==> src/rtl/trdb_stream_mux.sv <==
// trdb_stream_mux: merges trace packets and framed software words into one stream, with flush handshake
module trdb_stream_mux #(
   parameter int unsigned STARVE_LIMIT = 8,
   parameter int unsigned SEQ_WIDTH    = 16
) (
   input  logic        clk_i,
   input  logic        rst_ni,
   input  logic [31:0] packet_word_i,
   input  logic        packet_valid_i,
   output logic        packet_grant_o,
   input  logic [31:0] sw_word_i,
   input  logic        sw_valid_i,
   output logic        sw_grant_o,
   input  logic        flush_i,
   output logic        flush_confirm_o,
   output logic [31:0] stream_word_o,
   output logic        stream_valid_o,
   input  logic        stream_ready_i
);
   typedef enum logic [2:0] {ARB, SW_PAYLOAD, FLUSH_MARK, FLUSH_WAIT, FLUSH_DONE} state_e;
   localparam logic [7:0] LIMIT = 8'(STARVE_LIMIT);
   state_e state_q, state_d;
   logic [SEQ_WIDTH-1:0] seq_q;
   logic [7:0] starve_q;
   logic slot_free, starved, load;
   logic [31:0] load_word;
   assign slot_free = ~stream_valid_o | stream_ready_i;
   assign starved = starve_q >= LIMIT;
   // grants are masked by reset so a pending header/payload pair is abandoned cleanly
   always_comb begin
      state_d = state_q;
      packet_grant_o = 1'b0;
      sw_grant_o = 1'b0;
      load = 1'b0;
      load_word = packet_word_i;
      case (state_q)
         ARB: if (slot_free) begin
            if (packet_valid_i && !starved) begin
               packet_grant_o = rst_ni;
               load = 1'b1;
            end else if (sw_valid_i) begin
               load = 1'b1;
               load_word = {4'hF, 12'h000, 16'(seq_q)};
               state_d = SW_PAYLOAD;
            end else if (flush_i) state_d = FLUSH_MARK;
         end
         SW_PAYLOAD: if (slot_free) begin
            load = 1'b1;
            load_word = sw_word_i;
            sw_grant_o = rst_ni;
            state_d = ARB;
         end
         FLUSH_MARK: if (slot_free) begin
            load = 1'b1;
            load_word = 32'hE000_0000;
            state_d = FLUSH_WAIT;
         end
         FLUSH_WAIT: state_d = (stream_valid_o && stream_ready_i) ? FLUSH_DONE : FLUSH_WAIT;
         FLUSH_DONE: state_d = flush_i ? FLUSH_DONE : ARB;
         default: state_d = ARB;
      endcase
   end
   always_ff @(posedge clk_i) begin
      if (!rst_ni) begin
         state_q <= ARB;
         stream_word_o <= '0;
         stream_valid_o <= 1'b0;
         flush_confirm_o <= 1'b0;
         seq_q <= '0;
         starve_q <= '0;
      end else begin
         state_q <= state_d;
         if (load) begin
            stream_word_o <= load_word;
            stream_valid_o <= 1'b1;
         end else if (stream_ready_i) stream_valid_o <= 1'b0;
         flush_confirm_o <= (state_q == FLUSH_WAIT) && stream_valid_o && stream_ready_i;
         if (sw_grant_o) begin
            seq_q <= seq_q + 1'b1;
            starve_q <= '0;
         end else if (packet_grant_o && sw_valid_i && !starved) starve_q <= starve_q + 8'd1;
      end
   end
endmodule

==> config.mk <==
export PLATFORM = sky130hd
export DESIGN_NAME = trdb_stream_mux
export DESIGN_NICKNAME = d
export VERILOG_FILES = /design/src/rtl/trdb_stream_mux.sv
export SDC_FILE = /design/constraint.sdc
export NUM_CORES = 1
export LEC_CHECK = 0
export BUFFER_PORTS_ARGS = -buffer_cell sky130_fd_sc_hd__buf_2
export CAP_MARGIN = 20
export CORE_MARGIN = 2
export CORE_UTILIZATION = 35
export CTS_CLUSTER_SIZE = 30
export DETAILED_ROUTE_END_ITERATION = 7
export PLACE_DENSITY_LB_ADDON = 0.15
export SKIP_LAST_GASP = 1
export SLEW_MARGIN = 20
export SYNTH_ARGS = -nofsm -noshare
export SYNTH_HDL_FRONTEND = slang
export SYNTH_SLANG_ARGS = --single-unit
export TNS_END_PERCENT = 10
==> constraint.sdc <==
create_clock -name clk_i -period 1.74 [get_ports clk_i]
set_input_delay 0.348 -clock clk_i [delete_from_list [all_inputs] [get_ports clk_i]]
set_output_delay 0.348 -clock clk_i [all_outputs]
set_load 0.05 [all_outputs]
=== Yosys cells after proc, flatten, opt, wreduce, memory -nomap -nowiden ===
Index checks and enable logic that the tools add are counted.

* $add $sub $neg: 2
* Order comparisons: 1
* Eq/ne operators: 9
* Multiplexer cells: 27
* Bitwise operators: 3
* Reduce and logical (&&, ||, !) cells: 12

{| class="wikitable"
|+ Operator list
! cell !! number
|-
| $mux W32 || 5
|-
| $pmux W32 S3 || 1
|-
| $mux W3 || 8
|-
| $add A16 B1 Y16 const B || 1
|-
| $pmux W3 S5 || 1
|-
| $mux W1 || 11
|-
| $add A8 B1 Y8 const B || 1
|-
| $ge A8 B4 Y1 const B || 1
|-
| $ne A2 B2 Y1 const B || 4
|-
| $eq A3 B2 Y1 const B || 2
|-
| $logic_and A1 B1 Y1 || 6
|-
| $reduce_and A5 Y1 || 1
|-
| $reduce_or A2 Y1 || 2
|-
| $eq A3 B1 Y1 const B || 1
|-
| $eq A3 B3 Y1 const B || 1
|-
| $logic_not A3 Y1 || 1
|-
| $ne A3 B3 Y1 const B || 1
|-
| $not A1 Y1 || 2
|-
| $pmux W1 S2 || 1
|-
| $reduce_bool A2 Y1 || 1
|-
| $logic_not A1 Y1 || 1
|-
| $or A1 B1 Y1 || 1
|}

* Flip-flop bits (word level): 61
* Input port bits: 70
* Output and inout port bits: 36

=== Depth between registers and ports, before layout ===
Gate-level depths: netlist of run 1.

* Depth in word-level cells: 8
* Gate-level depth with buffers: 7

=== Least setup slack after synthesis of run 1 ===
Ideal clock, no wire load.

* Path type: register to output
* Start: register stream_valid_o
* End: output port packet_grant_o
* Arrival time: 1.927 ns
* Required time: 1.392 ns
* Slack: -0.535 ns
* Stages on the path, launching flop included: 6
* Buffers on the path: 2
* Cells stage by stage: dfxtp_1 nand2b_1 clkbuf_1 clkbuf_1 nand2_1 nor2_1

* Longest elaborated chain between the ends: 4

{| class="wikitable"
|+ Ends and longest elaborated chain
! item !! RTL line !! source
|-
| start: declaration || 17 || <nowiki>output logic stream_valid_o,</nowiki>
|-
| start signal: assignment || 67 || <nowiki>stream_valid_o <= 1'b0;</nowiki>
|-
| start signal: assignment || 75 || <nowiki>stream_valid_o <= 1'b1;</nowiki>
|-
| start signal: assignment || 76 || <nowiki>end else if (stream_ready_i) stream_valid_o <= 1'b0;</nowiki>
|-
| $not A1 Y1 || 27 || <nowiki>assign slot_free = ~stream_valid_o | stream_ready_i;</nowiki>
|-
| $or A1 B1 Y1 || 27 ||
|-
| $mux W1 || 37 || <nowiki>ARB: if (slot_free) begin</nowiki>
|-
| $mux W1 || 36 || <nowiki>case (state_q)</nowiki>
|-
| end: declaration || 10 || <nowiki>output logic packet_grant_o,</nowiki>
|}

Every way passes these cells.

=== Worst setup path in the final report of run 1 ===
* Start: register starve_q[4]
* End: output port packet_grant_o

* Longest elaborated chain between the ends: 6

{| class="wikitable"
|+ Ends and longest elaborated chain
! item !! RTL line !! source
|-
| start: declaration || 24 || <nowiki>logic [7:0] starve_q;</nowiki>
|-
| start signal: assignment || 81 || <nowiki>end else if (packet_grant_o && sw_valid_i && !starved) starve_q <= starve_q + 8'd1;</nowiki>
|-
| $ge A8 B4 Y1 || 28 || <nowiki>assign starved = starve_q >= LIMIT;</nowiki>
|-
| $logic_not A1 Y1 || 38 || <nowiki>if (packet_valid_i && !starved) begin</nowiki>
|-
| $logic_and A1 B1 Y1 || 38 ||
|-
| $mux W1 || 38 ||
|-
| $mux W1 || 37 ||
|-
| $mux W1 || 36 ||
|}

Every way passes these cells.

==> out/metrics.cfg, run 1 <==
[grt]
grt_max_degree = 30
antenna_found_initial = 0
track_usage_pct = 21.6
grt_pass1_wl_microns = 17300
grt_pass1_vias = 3602
grt.overflow.total = 0

[pwr]
ir_drop_v = 0.000361
leakage_nw = 1.89
p_total_mw = 3.88
p_per_area_mw_per_mm2 = 858

[floorplan]
die-area_sq_mm = 0.00999
initial_core_util_pct = 35.5
fp.dieH_microns = 99.9
std_cell_rows = 35
dieWidth_microns = 99.9
ios = 106
coreArea_sq_mm = 0.00906

[final_layout]
diodes = 0
seqCellArea_sq_mm = 0.00123
drive_above_1_share_pct = 37.5
fillers = 881
layout.nets = 611
multiInputGateArea_sq_mm = 0.00189
syn2layout_area_growth_pct = 40.4
post-route-util_pct = 49.9

[setup_path]
required_ns = 1.39
arrival_ns = 1.51
end_kind = primary output
start_kind = register
crit_fanout = 3
crit_type = reg2out

[synth]
synth_edf_count = 0
ys_warn_count = 0
seq_area_frac_synth_pct = 37.9
synth_fa_ha_area_share_pct = 1.17
yosysUniqueCellTypes = 46
synth_top_area_share_pct = 37.9
synth_ff_type = dfxtp_1
synth_xor_area_share_pct = 0.544
yosys_register_bits = 61
synthMuxAreaShare_pct = 0.311
syn-num-nets = 470
syn_area_sq_mm = 0.00322
synth_area_leaders = dfxtp_1 (38%), a21oi_1 (7.0%), o21ai_0 (6.7%)
synth_compound_area_share_pct = 32.9
synth_top_area_cell = dfxtp_1
avgSynthCellArea_sq_um = 8.11
synth-simple-area-share_pct = 21.2
async_flop_share_pct = 0
netlist_instances = 397
synth_top_family_by_area = compound AO/OA/AOI/OAI gates

[detailed_routing]
routed_wl_microns = 10500
avgViaCountPerCell = 5.56
drc = 0
drtIter0Drc = 166
wl_per_cell_microns = 16.1
firstDrtPassIters = 4
drtAntennaViolNets = 0
dr_total_vias = 3628

[sta]
fin_skew_ns = 0.00758
max_freq_mhz = 538
period_needed_ns = 1.86
tightest_slew_ns = 0.471
tns_ns = -0.186
setup_viol = 7
max_slew_margin_pct = 68.6
finalCritPeriodShare_pct = 107
rsz0062_at_grt = yes
hold_viol = 0
fin_ws_ns = -0.120
drv_slew = 0

[clock_network]
cts_root_buffer = clkbuf_8
clock_latency_ns = 0.34
path_clk_slew_ns = 0.07
cts_inserted_buffers = 9
h-tree-depth = 3
cts_buffer_depth = 2
cts_tree = done
cts_sinks = 61

[placed_design]
hpwl_microns = 7780
gp_congestion = 0.857
io_buffers = 105

[run]
max_cap_violations = 0

[worst_hold_path]
hp-class = in2reg

[outcome]
violations = negative setup slack
status = finished with violations

==> what timing repair did <==
item,in CTS,in global routing
pin swaps,2,0
gates cloned,1,0
gates resized for setup,21,4
setup buffers,3,0
endpoints found under the setup margin,40,48
hold buffers,0,0
==> critical path, stage by stage, from the launching register on <==
cell and delay, ns:
dfxtp_2 0.32, buf_6 0.11, nor4_4 0.25, buf_4 0.17
nand3_4 0.08, nor2_4 0.09, buf_6 0.16
==> cell usage after synthesis, drive strengths merged (4+ instances only) <==
| library cell | instances |
|---|---|
| o311ai | 4 |
| nand2 | 32 |
| nand3 | 12 |
| nor2b | 4 |
| nand2b | 7 |
| o41ai | 4 |
| nor2 | 12 |
| or4 | 6 |
| inv | 10 |
| o21ai | 45 |
| clkbuf | 24 |
| o31ai | 5 |
| a32oi | 7 |
| dfxtp | 61 |
| a31oi | 4 |
| and3 | 30 |
| a211oi | 16 |
| or3 | 5 |
| nand4 | 5 |
| buf | 10 |
| nor4 | 5 |
| a21oi | 45 |
| a311oi | 22 |
==> path summary, 6_finish.rpt <==
path                                        start                end  slack [ns]  cells after the start
worst max register to register        starve_q[3]  stream_word_o[23]       -0.02                      5
worst min register to register          seq_q[15]          seq_q[15]        0.48                      2
worst min-delay path            packet_word_i[14]  stream_word_o[14]        0.29                      3
worst max-delay path                  starve_q[4]     packet_grant_o       -0.12                      6
==> registers in the layout (all words and copies together), names as in the netlist <==
register	count
starve_q	8
stream_valid_o	1
stream_word_o	32
state_q	3
seq_q	16
flush_confirm_o	1
==> cell usage in the layout (no fill, tap or decap), drive strengths merged, types with 4 or more instances in the layout <==
cell type / instances
buf: 164
dfxtp: 61
a21oi: 45
o21ai: 45
nand2: 32
and3: 30
a311oi: 22
a211oi: 16
nand3: 12
nor2: 12
inv: 10
clkbuf: 10
a32oi: 7
nand2b: 7
or4: 6
nand4: 5
o31ai: 5
or3: 5
nor4: 5
o311ai: 4
o41ai: 4
a31oi: 4
nor2b: 4
==> power by group <==
part	internal (mW)	total (mW)	switching, mW
clock	0.646	1.20	0.549
sequential	1.49	1.55	0.0544
combinational	0.405	1.13	0.728
==> cells by family (layout without fill, tap and decap cells) <==
group	count (synthesis)	after routing
DFF	61	61
adders and majority gates	3	3
and+or+nand+nor	124	124
buffers and inverters	44	189
muxes	1	1
AOI/OAI and AO/OA	162	162
xor gates and xnor gates	2	2
==> through the flow <==
stage	cells	worst slack, ns	hold WS, ns	area (sq um)
6_report	653	-0.120	0.286	4520
5_1_grt	653	-0.203	0.281	4520
4_1_cts	653	-0.131	0.269	4500
3_5_place_dp	635	-0.253	0.460	4230
3_3_place_gp	635	-0.115	0.458	4230
2_1_floorplan	397	-0.0273	0.443	3250
==> layout make-up <==
type	count	share of cell area, %
clock buffers	10	2.82
repair buffers	164	23.1
clock inverters	5	1.16
well taps	111	3.07
multi-input cells	292	41.9
flip-flops and latches	61	27.2
inverters	10	0.830
==> per-layer routing <==
| metal | GRT usage (%) | part of all wire (%) |
|---|---|---|
| met1 | 30.1 | 49 |
| met2 | 33.5 | 43 |
| met3 | 3.69 | 6.0 |
| met4 | 8.32 | 2.0 |
| met5 | 0 | 0 |
(Power assumes the default switching activity.)
==> run 2, diff against run 1 <==
CELL_PAD_IN_SITES_DETAIL_PLACEMENT = 1   (was unset)
CELL_PAD_IN_SITES_GLOBAL_PLACEMENT = 1   (was unset)
CORE_UTILIZATION = 33   (was 35)
==> run 2 against run 1 <==
Compared with the run above: the run still ends with negative setup slack left; highest routed layer unchanged; first-iteration DRC count decreased by 30%; register-to-register slack got worse by 0.11 ns; non-clock buffer count increased by 7; final area increased by 2.7%; critical path type unchanged; flip-flop and latch count unchanged; critical endpoint unchanged.
==> out/metrics.cfg, run 2 (synthesized netlist as in run 1, its figures left out) <==
[placed_design]
hpwl_microns = 9020  ; +16%
io_buffers = 105  ; unchanged
placed_area_sq_mm = 0.00429  ; +1.4%
gp_congestion = 0.828  ; -3.4%
dp_cells = 663  ; +4.4%

[detailed_routing]
routed_wl_microns = 12100  ; +15%
avgViaCountPerCell = 5.47  ; -1.5%
drtAntennaViolNets = 0  ; unchanged
wl_per_cell_microns = 17.7  ; +9.9%
firstDrtPassIters = 4  ; unchanged
drc = 0  ; unchanged
dr_total_vias = 3737  ; +3.0%
drtIter0Drc = 117  ; -30%

[clock_network]
h-tree-depth = 3  ; unchanged
clock_latency_ns = 0.35  ; about the same
cts_hold_buf = 0  ; unchanged
cts_sinks = 61  ; unchanged
cts_tree = done
cts_root_buffer = clkbuf_8
cts_buffer_depth = 2  ; unchanged
path_clk_slew_ns = 0.08  ; about the same
cts_inserted_buffers = 9  ; unchanged

[final_layout]
top_regs = stream_word_o (32), seq_q (16), starve_q (8)
syn2layout_area_growth_pct = 44.2
finalNonFillerCells = 683  ; +4.6%
top_register = stream_word_o
diodes = 0  ; unchanged
design_area_sq_mm = 0.00464  ; +2.7%
layout_commonest_cell = buf_2
drive_above_1_share_pct = 39.3  ; +1.8 points
layout.nets = 618  ; +1.1%
fillers = 1223  ; +39%
largest_register_ffs = 32  ; unchanged
final_cell_mix = buf_2 (104), dfxtp_1 (59), buf_4 (58)
post-route-util_pct = 48.2  ; -1.7 points

[run]
max_cap_violations = 0  ; unchanged

[pwr]
p_switching_mw = 1.43  ; +7.5%
p_per_area_mw_per_mm2 = 841  ; -1.9%
p_int_mw = 2.47  ; -2.8%
ir_drop_v = 0.000332  ; -8.1%
seqPwrFrac_pct = 39.6  ; -0.3 points
swShare_pct = 36.7  ; +2.3 points
power.share.combinational_pct = 30.8  ; +1.6 points
leakage_nw = 1.94  ; +2.5%
pwr-share-clk_pct = 29.6  ; -1.2 points

[grt]
grt.overflow.total = 0  ; unchanged
grt_pass1_vias = 3738  ; +3.8%
grt_max_degree = 25  ; -17%
track_usage_pct = 23.0  ; +1.5 points
grt_pass1_wl_microns = 18900  ; +9.2%
antenna_found_initial = 0  ; unchanged

[floorplan]
initial_core_util_pct = 33.4  ; -2.1 points
coreArea_sq_mm = 0.00964  ; +6.3%
ios = 106  ; unchanged
die-area_sq_mm = 0.0106  ; +5.8%
std_cell_rows = 36  ; +2.9%
dieWidth_microns = 103  ; +2.9%
fp.dieH_microns = 103  ; +2.9%

[sta]
hold_viol = 0  ; unchanged
drv_slew = 0  ; unchanged
max_freq_mhz = 522  ; -2.9%
max_slew_margin_pct = 72.5  ; +3.9 points
tightest_slew_ns = 0.411  ; -0.0596 ns
period_needed_ns = 1.92  ; +0.0553 ns
fin_ws_ns = -0.176  ; -0.0553 ns
setup_viol = 30  ; +23
holdWs_ns = 0.277  ; -0.00872 ns
fin_skew_ns = 0.0164  ; +0.00882 ns
rsz0062_at_grt = yes
finalCritPeriodShare_pct = 110  ; +3.2 points

[setup_path]
required_ns = 1.39  ; about the same
crit_fanout = 2  ; -1
end_kind = primary output
crit_type = reg2out
r2r_slack_ns = -0.13  ; -0.11 ns
start_kind = register
arrival_ns = 1.57  ; +0.06 ns
reg2reg_depth = 8  ; +3
reg2reg_from = starve_q[6]
cp-endpoint = packet_grant_o
startpoint = starve_q[6]
r2r-end = stream_word_o[11]

[outcome]
status = finished with violations
violations = negative setup slack

[worst_hold_path]
hp-class = in2reg

-- run 2: per-stage QoR --
stage / power [mW] / TNS (ns) / worst slack, ns
after CTS: 3.88 / -3.90 / -0.213
after floorplan: 2.30 / -0.191 / -0.0273
final: 3.91 / -1.59 / -0.176
after global routing: 4.09 / -5.84 / -0.265
after detailed placement: 2.71 / -3.29 / -0.196
after global placement: 2.69 / -1.54 / -0.0807
-- run 2: area by class of cell --
cell class                      instances  area, sq um  area share (%)
Inverter                               10         37.5           0.808
Multi-Input combinational cell        292         1950            42.0
Timing Repair Buffer                  171         1090            23.4
Sequential cell                        61         1230            26.4
Tap cell                              133          166            3.58
Clock buffer                           10          138            2.96
Clock inverter                          6         38.8           0.835
-- run 2: power groups by stage --
stage	sequential [mW]	clock, mW	combinational [mW]
finish	1.55	1.16	1.20
global route	1.56	1.25	1.29
CTS	1.55	1.18	1.16
detailed placement	1.58	0	1.14
global placement	1.58	0	1.11
floorplan	1.89	0	0.416
-- run 2: layer usage --
layer | vias up | wire length, microns | global-route usage [%]
li1 | 1821 | - | -
met1 | 1775 | 5600 | 30.9
met2 | 131 | 5550 | 37.9
met3 | 10 | 796 | 5.02
met4 | 0 | 152 | 5.67
met5 | - | 0 | 0
-- run 2: worst min path at each step --
stage / from / end / cells past startpoint
after floorplan: seq_q[15] / seq_q[15] / 2
after global placement: seq_q[15] / seq_q[15] / 2
after detailed placement: seq_q[15] / seq_q[15] / 2
after CTS: sw_word_i[27] / stream_word_o[27] / 3
after global routing: sw_word_i[19] / stream_word_o[19] / 3
final: sw_word_i[27] / stream_word_o[27] / 3
-- run 2: worst max-delay path, cell delays in order, from the launching register on --
cell	delay (ns)
dfxtp_2	0.33
buf_6	0.11
nor4_4	0.26
buf_4	0.17
nand3_4	0.08
nor2_4	0.12
buf_8	0.15
-- run 2: timing repair --
item	4_1_cts	5_1_grt
setup buffers	2	1
setup endpoints to repair	41	51
gates resized for setup	17	21
pin swaps	3	11
gates cloned	0	1
